$ cat config.mk
export PLATFORM = sky130hd
export DESIGN_NAME = fpnew_result_buffer
export DESIGN_NICKNAME = d
export VERILOG_FILES = /design/src/rtl/fpnew_pkg.sv /design/src/rtl/fpnew_result_fifo.sv /design/src/rtl/fpnew_result_buffer.sv
export SDC_FILE = /design/constraint.sdc
export NUM_CORES = 1
export LEC_CHECK = 0
export BUFFER_PORTS_ARGS = -buffer_cell sky130_fd_sc_hd__buf_2
export CORE_MARGIN = 8
export CORE_UTILIZATION = 36
export CTS_CLUSTER_SIZE = 30
export DETAILED_ROUTE_END_ITERATION = 16
export GPL_ROUTABILITY_DRIVEN = 0
export PLACE_DENSITY_LB_ADDON = 0.15
export SLEW_MARGIN = 20
export SYNTH_ARGS = -nofsm -noshare
export SYNTH_HDL_FRONTEND = slang
export SYNTH_SLANG_ARGS = --single-unit
$ cat constraint.sdc
create_clock -name clk_i -period 2 [get_ports clk_i]
set_input_delay 0.2 -clock clk_i [delete_from_list [all_inputs] [get_ports clk_i]]
set_output_delay 0.2 -clock clk_i [all_outputs]
set_load 0.005 [all_outputs]
$ cat src/rtl/fpnew_pkg.sv
// Shared FPU types for the result-side logic.
// Status flags follow the IEEE order {NV,DZ,OF,UF,NX}.
package fpnew_pkg;

  localparam int unsigned FFLAGS_W = 5;

  typedef struct packed {
    logic NV;
    logic DZ;
    logic OF;
    logic UF;
    logic NX;
  } status_t;

endpackage

$ cat src/rtl/fpnew_result_fifo.sv
// In-order FIFO with flush, full/empty and occupancy.
// Storage is registered; the head is driven to 0 when empty.
module fpnew_result_fifo #(
  parameter int unsigned DataW = 38,
  parameter int unsigned Depth = 4
) (
  input  logic                       clk_i,
  input  logic                       rst_i,
  input  logic                       flush_i,
  input  logic                       push_i,
  input  logic                       pop_i,
  input  logic [DataW-1:0]           data_i,
  output logic [DataW-1:0]           data_o,
  output logic                       full_o,
  output logic                       empty_o,
  output logic [$clog2(Depth+1)-1:0] count_o
);

  localparam int unsigned PtrW = $clog2(Depth);
  localparam int unsigned CntW = $clog2(Depth+1);

  logic [DataW-1:0] r_mem [Depth];
  logic [PtrW-1:0]  r_wptr;
  logic [PtrW-1:0]  r_rptr;
  logic [CntW-1:0]  r_count;
  logic             w_push;
  logic             w_pop;

  assign full_o  = (r_count == CntW'(Depth));
  assign empty_o = (r_count == '0);
  assign count_o = r_count;
  assign data_o  = empty_o ? '0 : r_mem[r_rptr];

  // Flush wins over any concurrent push or pop.
  assign w_push = push_i && !full_o && !flush_i;
  assign w_pop  = pop_i && !empty_o && !flush_i;

  always_ff @(posedge clk_i or posedge rst_i) begin
    if (rst_i) begin
      r_wptr  <= '0;
      r_rptr  <= '0;
      r_count <= '0;
    end else if (flush_i) begin
      r_wptr  <= '0;
      r_rptr  <= '0;
      r_count <= '0;
    end else begin
      if (w_push) r_wptr <= r_wptr + PtrW'(1);
      if (w_pop)  r_rptr <= r_rptr + PtrW'(1);
      if (w_push && !w_pop)
        r_count <= r_count + CntW'(1);
      else if (w_pop && !w_push)
        r_count <= r_count - CntW'(1);
    end
  end

  always_ff @(posedge clk_i) begin
    if (w_push) r_mem[r_wptr] <= data_i;
  end

endmodule

$ cat src/rtl/fpnew_result_buffer.sv
// FPU result buffer: FIFO toward writeback plus the sticky
// fflags accumulator, updated on retire and by CSR access.
module fpnew_result_buffer
  import fpnew_pkg::*;
#(
  parameter int unsigned Width = 32,
  parameter int unsigned Depth = 4
) (
  input  logic                       clk_i,
  input  logic                       rst_i,
  input  logic                       flush_i,
  input  logic                       in_valid_i,
  output logic                       in_ready_o,
  input  logic [Width-1:0]           result_i,
  input  status_t                    status_i,
  input  logic                       tag_i,
  output logic                       out_valid_o,
  input  logic                       out_ready_i,
  output logic [Width-1:0]           result_o,
  output status_t                    status_o,
  output logic                       tag_o,
  output logic [FFLAGS_W-1:0]        fflags_o,
  input  logic                       fflags_wr_i,
  input  logic [FFLAGS_W-1:0]        fflags_wdata_i,
  input  logic                       fflags_clr_i,
  output logic [$clog2(Depth+1)-1:0] count_o,
  output logic                       busy_o
);

  localparam int unsigned DataW = Width + FFLAGS_W + 1;

  if (Depth < 2 || (Depth & (Depth - 1)) != 0) begin : g_chk
    $error("fpnew_result_buffer: Depth must be a power of two >= 2");
  end

  logic                w_full;
  logic                w_empty;
  logic                w_push;
  logic                w_pop;
  logic [DataW-1:0]    w_wdata;
  logic [DataW-1:0]    w_rdata;
  logic [FFLAGS_W-1:0] w_fflags_base;
  logic [FFLAGS_W-1:0] w_fflags_next;
  logic [FFLAGS_W-1:0] r_fflags;

  assign in_ready_o  = !w_full;
  assign out_valid_o = !w_empty;
  assign busy_o      = !w_empty;
  assign w_push = in_valid_i && in_ready_o && !flush_i;
  assign w_pop  = out_valid_o && out_ready_i && !flush_i;
  assign w_wdata = {result_i, status_i, tag_i};

  fpnew_result_fifo #(
    .DataW (DataW),
    .Depth (Depth)
  ) u_fifo (
    .clk_i   (clk_i),
    .rst_i   (rst_i),
    .flush_i (flush_i),
    .push_i  (w_push),
    .pop_i   (w_pop),
    .data_i  (w_wdata),
    .data_o  (w_rdata),
    .full_o  (w_full),
    .empty_o (w_empty),
    .count_o (count_o)
  );

  assign result_o = w_rdata[DataW-1 -: Width];
  assign status_o = status_t'(w_rdata[FFLAGS_W:1]);
  assign tag_o    = w_rdata[0];
  assign fflags_o = r_fflags;

  // A CSR write never hides the exceptions of a beat retiring now.
  always_comb begin
    w_fflags_base = r_fflags;
    if (fflags_wr_i)
      w_fflags_base = fflags_wdata_i;
    else if (fflags_clr_i)
      w_fflags_base = '0;
    w_fflags_next = w_fflags_base;
    if (w_pop)
      w_fflags_next = w_fflags_base | FFLAGS_W'(status_o);
  end

  always_ff @(posedge clk_i or posedge rst_i) begin
    if (rst_i) r_fflags <= '0;
    else       r_fflags <= w_fflags_next;
  end

endmodule

==> impl_results.md <==
- Outcome: finished, violations left
- Failing checks: negative setup slack
- Hold Crit Class: input pin to flip-flop
- Fmax: 473 MHz
- Clk Latency, worst-skew pair: 420 ps
- Final WL: 14,100 um
- Final worst slack: -113 ps
- Synthesis warning total: 0
- Buffers on Ports: 98
- Clock Pin Slew Worst Setup and Hold Paths: 70 ps
- Final setup fails: 39
- Worst-margin pin slew: 485 ps
- Largest net degree at the start of global routing: 32
- Clock skew: 7.99 ps
- Syn Nets: 373
- DR DRC count: 0
- Cts bufs inserted: 17
- Tmin final: 2110 ps
- CTS sink cnt: 164
- CP Launch Type: flip-flop
- Share of post-route cells with drive strength above 1: 0.485
- VDD IR max: 0.597 mV
- Die ar.: 22,500 um2
- Routed Antenna Nets: 0
- WP data required: 1800 ps
- Vias/cell: 4.81
- Clk buf depth: 2
- Vias after detailed routing: 3,479
- Count of cell types in the netlist: 33
- CP Cell Sequence: buf_4, mux4_2, and2_1, buf_2
- Max-slew violations: 0
- Unrepaired setup endpoints after global routing: true
- 1st-iter DRT viols: 254
- Synth Instances: 318
- CTS tree: yes
- Initial antenna violation count: 0
- Global-route wire length before repair: 22,000 um
- Commonest non-fill, non-tap cell in the layout: edfxtp_1
- Detail Placement HPWL: 8780 um
- GR Util met3: 0.0369
- Cell Pwr Density: 1150 nW/um2
- Dominant cell type by area after synthesis: edfxtp_1
- Min Hold Slack: 11.3 ps
- Initial core utilization: 0.363
- Grt peak-use layer: met2
- Critical path arrival: 1910 ps
- Flops & latches, synth: 164
- Synth-to-layout area growth: 36.4%
- Gr ovfl total: 0
- Synth Area per Inst: 20.3 um2
- Period Utilization, post-route: 1.06
- Final Net Count: 537
- I/O pin total: 99
- Pre-antenna DRT Iters: 5
- Most frequent cells in the layout: 152 x edfxtp_1, 68 x buf_2, 38 x mux4_2
- Height of the chip: 150 um
- H-tree depth: 4
- Mapped Area: 6460 um2
- Worst rel slew slack: 0.676
- Number of global-route vias before repair: 3,874
- Synth area leaders: edfxtp_1 71%, mux4_2 13%, dfrtp_1 4.6%
- Final Hold Vio Count: 0
- Routed len/inst: 19.5 um
- Met1 Use GR: 0.169
- Die X: 150 um
- Core area: 17,800 um2
- CP max stage cell: mux4_2
- CP Capture Type: output port
- Row Count: 49
- Pleak: 0.00317 uW
- Post-synthesis sequential area ratio: 0.753
- Setup Crit Path Kind: flip-flop to output port
- Fin util: 0.495
- Inserted Diodes: 0
- Synth top area share: 0.707
- Met2 usage: 0.208
- GRT Total Usage: 0.131
- CP peak stage delay: 490 ps
- CTS root buffer: clkbuf_16
- Critical Path Fanout Max: 4
- Max_cap viols: 0
==> stage by stage <==
stage          power [uW]  worst slack, ps  cells  cell area [um2]  TNS [ps]
2_1_floorplan        5210             10.4    318             6470         0
3_5_place_dp         6140             32.7    649             7430         0
4_1_cts              9760             -157    719             8540     -4330
3_3_place_gp         6120             80.6    649             7430         0
5_1_grt             10600             -191    724             8810     -6240
6_report            10100             -113    724             8810     -3320
==> report_power, final <==
part	total (uW)	internal, uW	switching, uW
registers	4030	3950	75.7
logic	2840	1690	1150
clock network	3220	1870	1350
total	10100	7510	2580
==> logic make-up after synthesis <==
family          count (synthesis)  synth area share
compound gates                 14            0.0170
simple gates                   65            0.0587
mux                            39             0.134
fa+ha+maj                       5            0.0108
xor+xnor                        5           0.00678
buf+inv                        26            0.0196
flops                         164             0.753
==> layout make-up <==
cell class / instances / area (um2)
sequential: 164 / 4870
inverter: 9 / 33.8
tap: 229 / 287
multi-input combinational: 128 / 1590
clock buffer: 17 / 425
timing repair buffer: 162 / 1440
fill: 1530 / 8970
clock inverter: 15 / 170
==> routing by layer <==
metal  vias up  share of wire
met1      1794           0.45
li1       1596              -
met2        77           0.48
met3        12          0.051
met4         0         0.0097
met5         -              0
==> timing repair <==
action / CTS / global route
gates resized for setup: 32 / 45
setup buffers: 3 / 3
endpoints found under the setup margin: 38 / 60
hold buffers: 35 / 0
endpoints found under the hold margin: 140 / 0
cloned: 0 / 2
pin swaps: 3 / 7
==> worst max-delay path: cells and delay by family (launching register included) <==
kind | cells | cell delay [ps]
buf+inv | 2 | 320
flops | 1 | 480
mux | 1 | 490
simple gates | 1 | 210
==> state kept, by name, indices dropped and copies added (netlist names) <==
signal and cells:
u_fifo.r_rptr 2, u_fifo.r_wptr 2, u_fifo.count_o 3, fflags_o 5, u_fifo.r_mem 152
==> cells in the mapped netlist <==
master       n
a21oi_1      2
a221o_1      1
a222oi_1     4
a31oi_1      1
and2_1      42
and3b_1      1
buf_2        5
buf_4        1
buf_6        1
buf_8        1
clkbuf_1     9
dfrtp_1     12
edfxtp_1   152
fa_1         1
ha_1         4
inv_1        9
mux2i_1      1
mux4_2      38
nand2_1      5
nand3_1      3
nand3b_1     1
nor2_1       8
nor3_1       1
nor3b_1      1
nor4b_1      1
o2111ai_1    1
o21ai_0      2
o311a_1      1
o31ai_1      2
or3_1        1
or3b_2       1
xnor2_1      2
xor2_1       3
==> worst paths after layout <==
kind	start	to	slack (ps)	cells after the start
min in group asynchronous	rst_i	fflags_o[4]	350	3
hold / removal	result_i[10]	u_fifo.r_mem[3][16]	10	1
setup reg to reg	u_fifo.count_o[1]	u_fifo.count_o[2]	-20	8
hold reg to reg	fflags_o[4]	fflags_o[4]	480	2
max in group asynchronous	rst_i	u_fifo.r_rptr[0]	1280	3
setup / recovery	u_fifo.r_rptr[0]	result_o[7]	-110	4
Power figures use the tool's default switching activity.
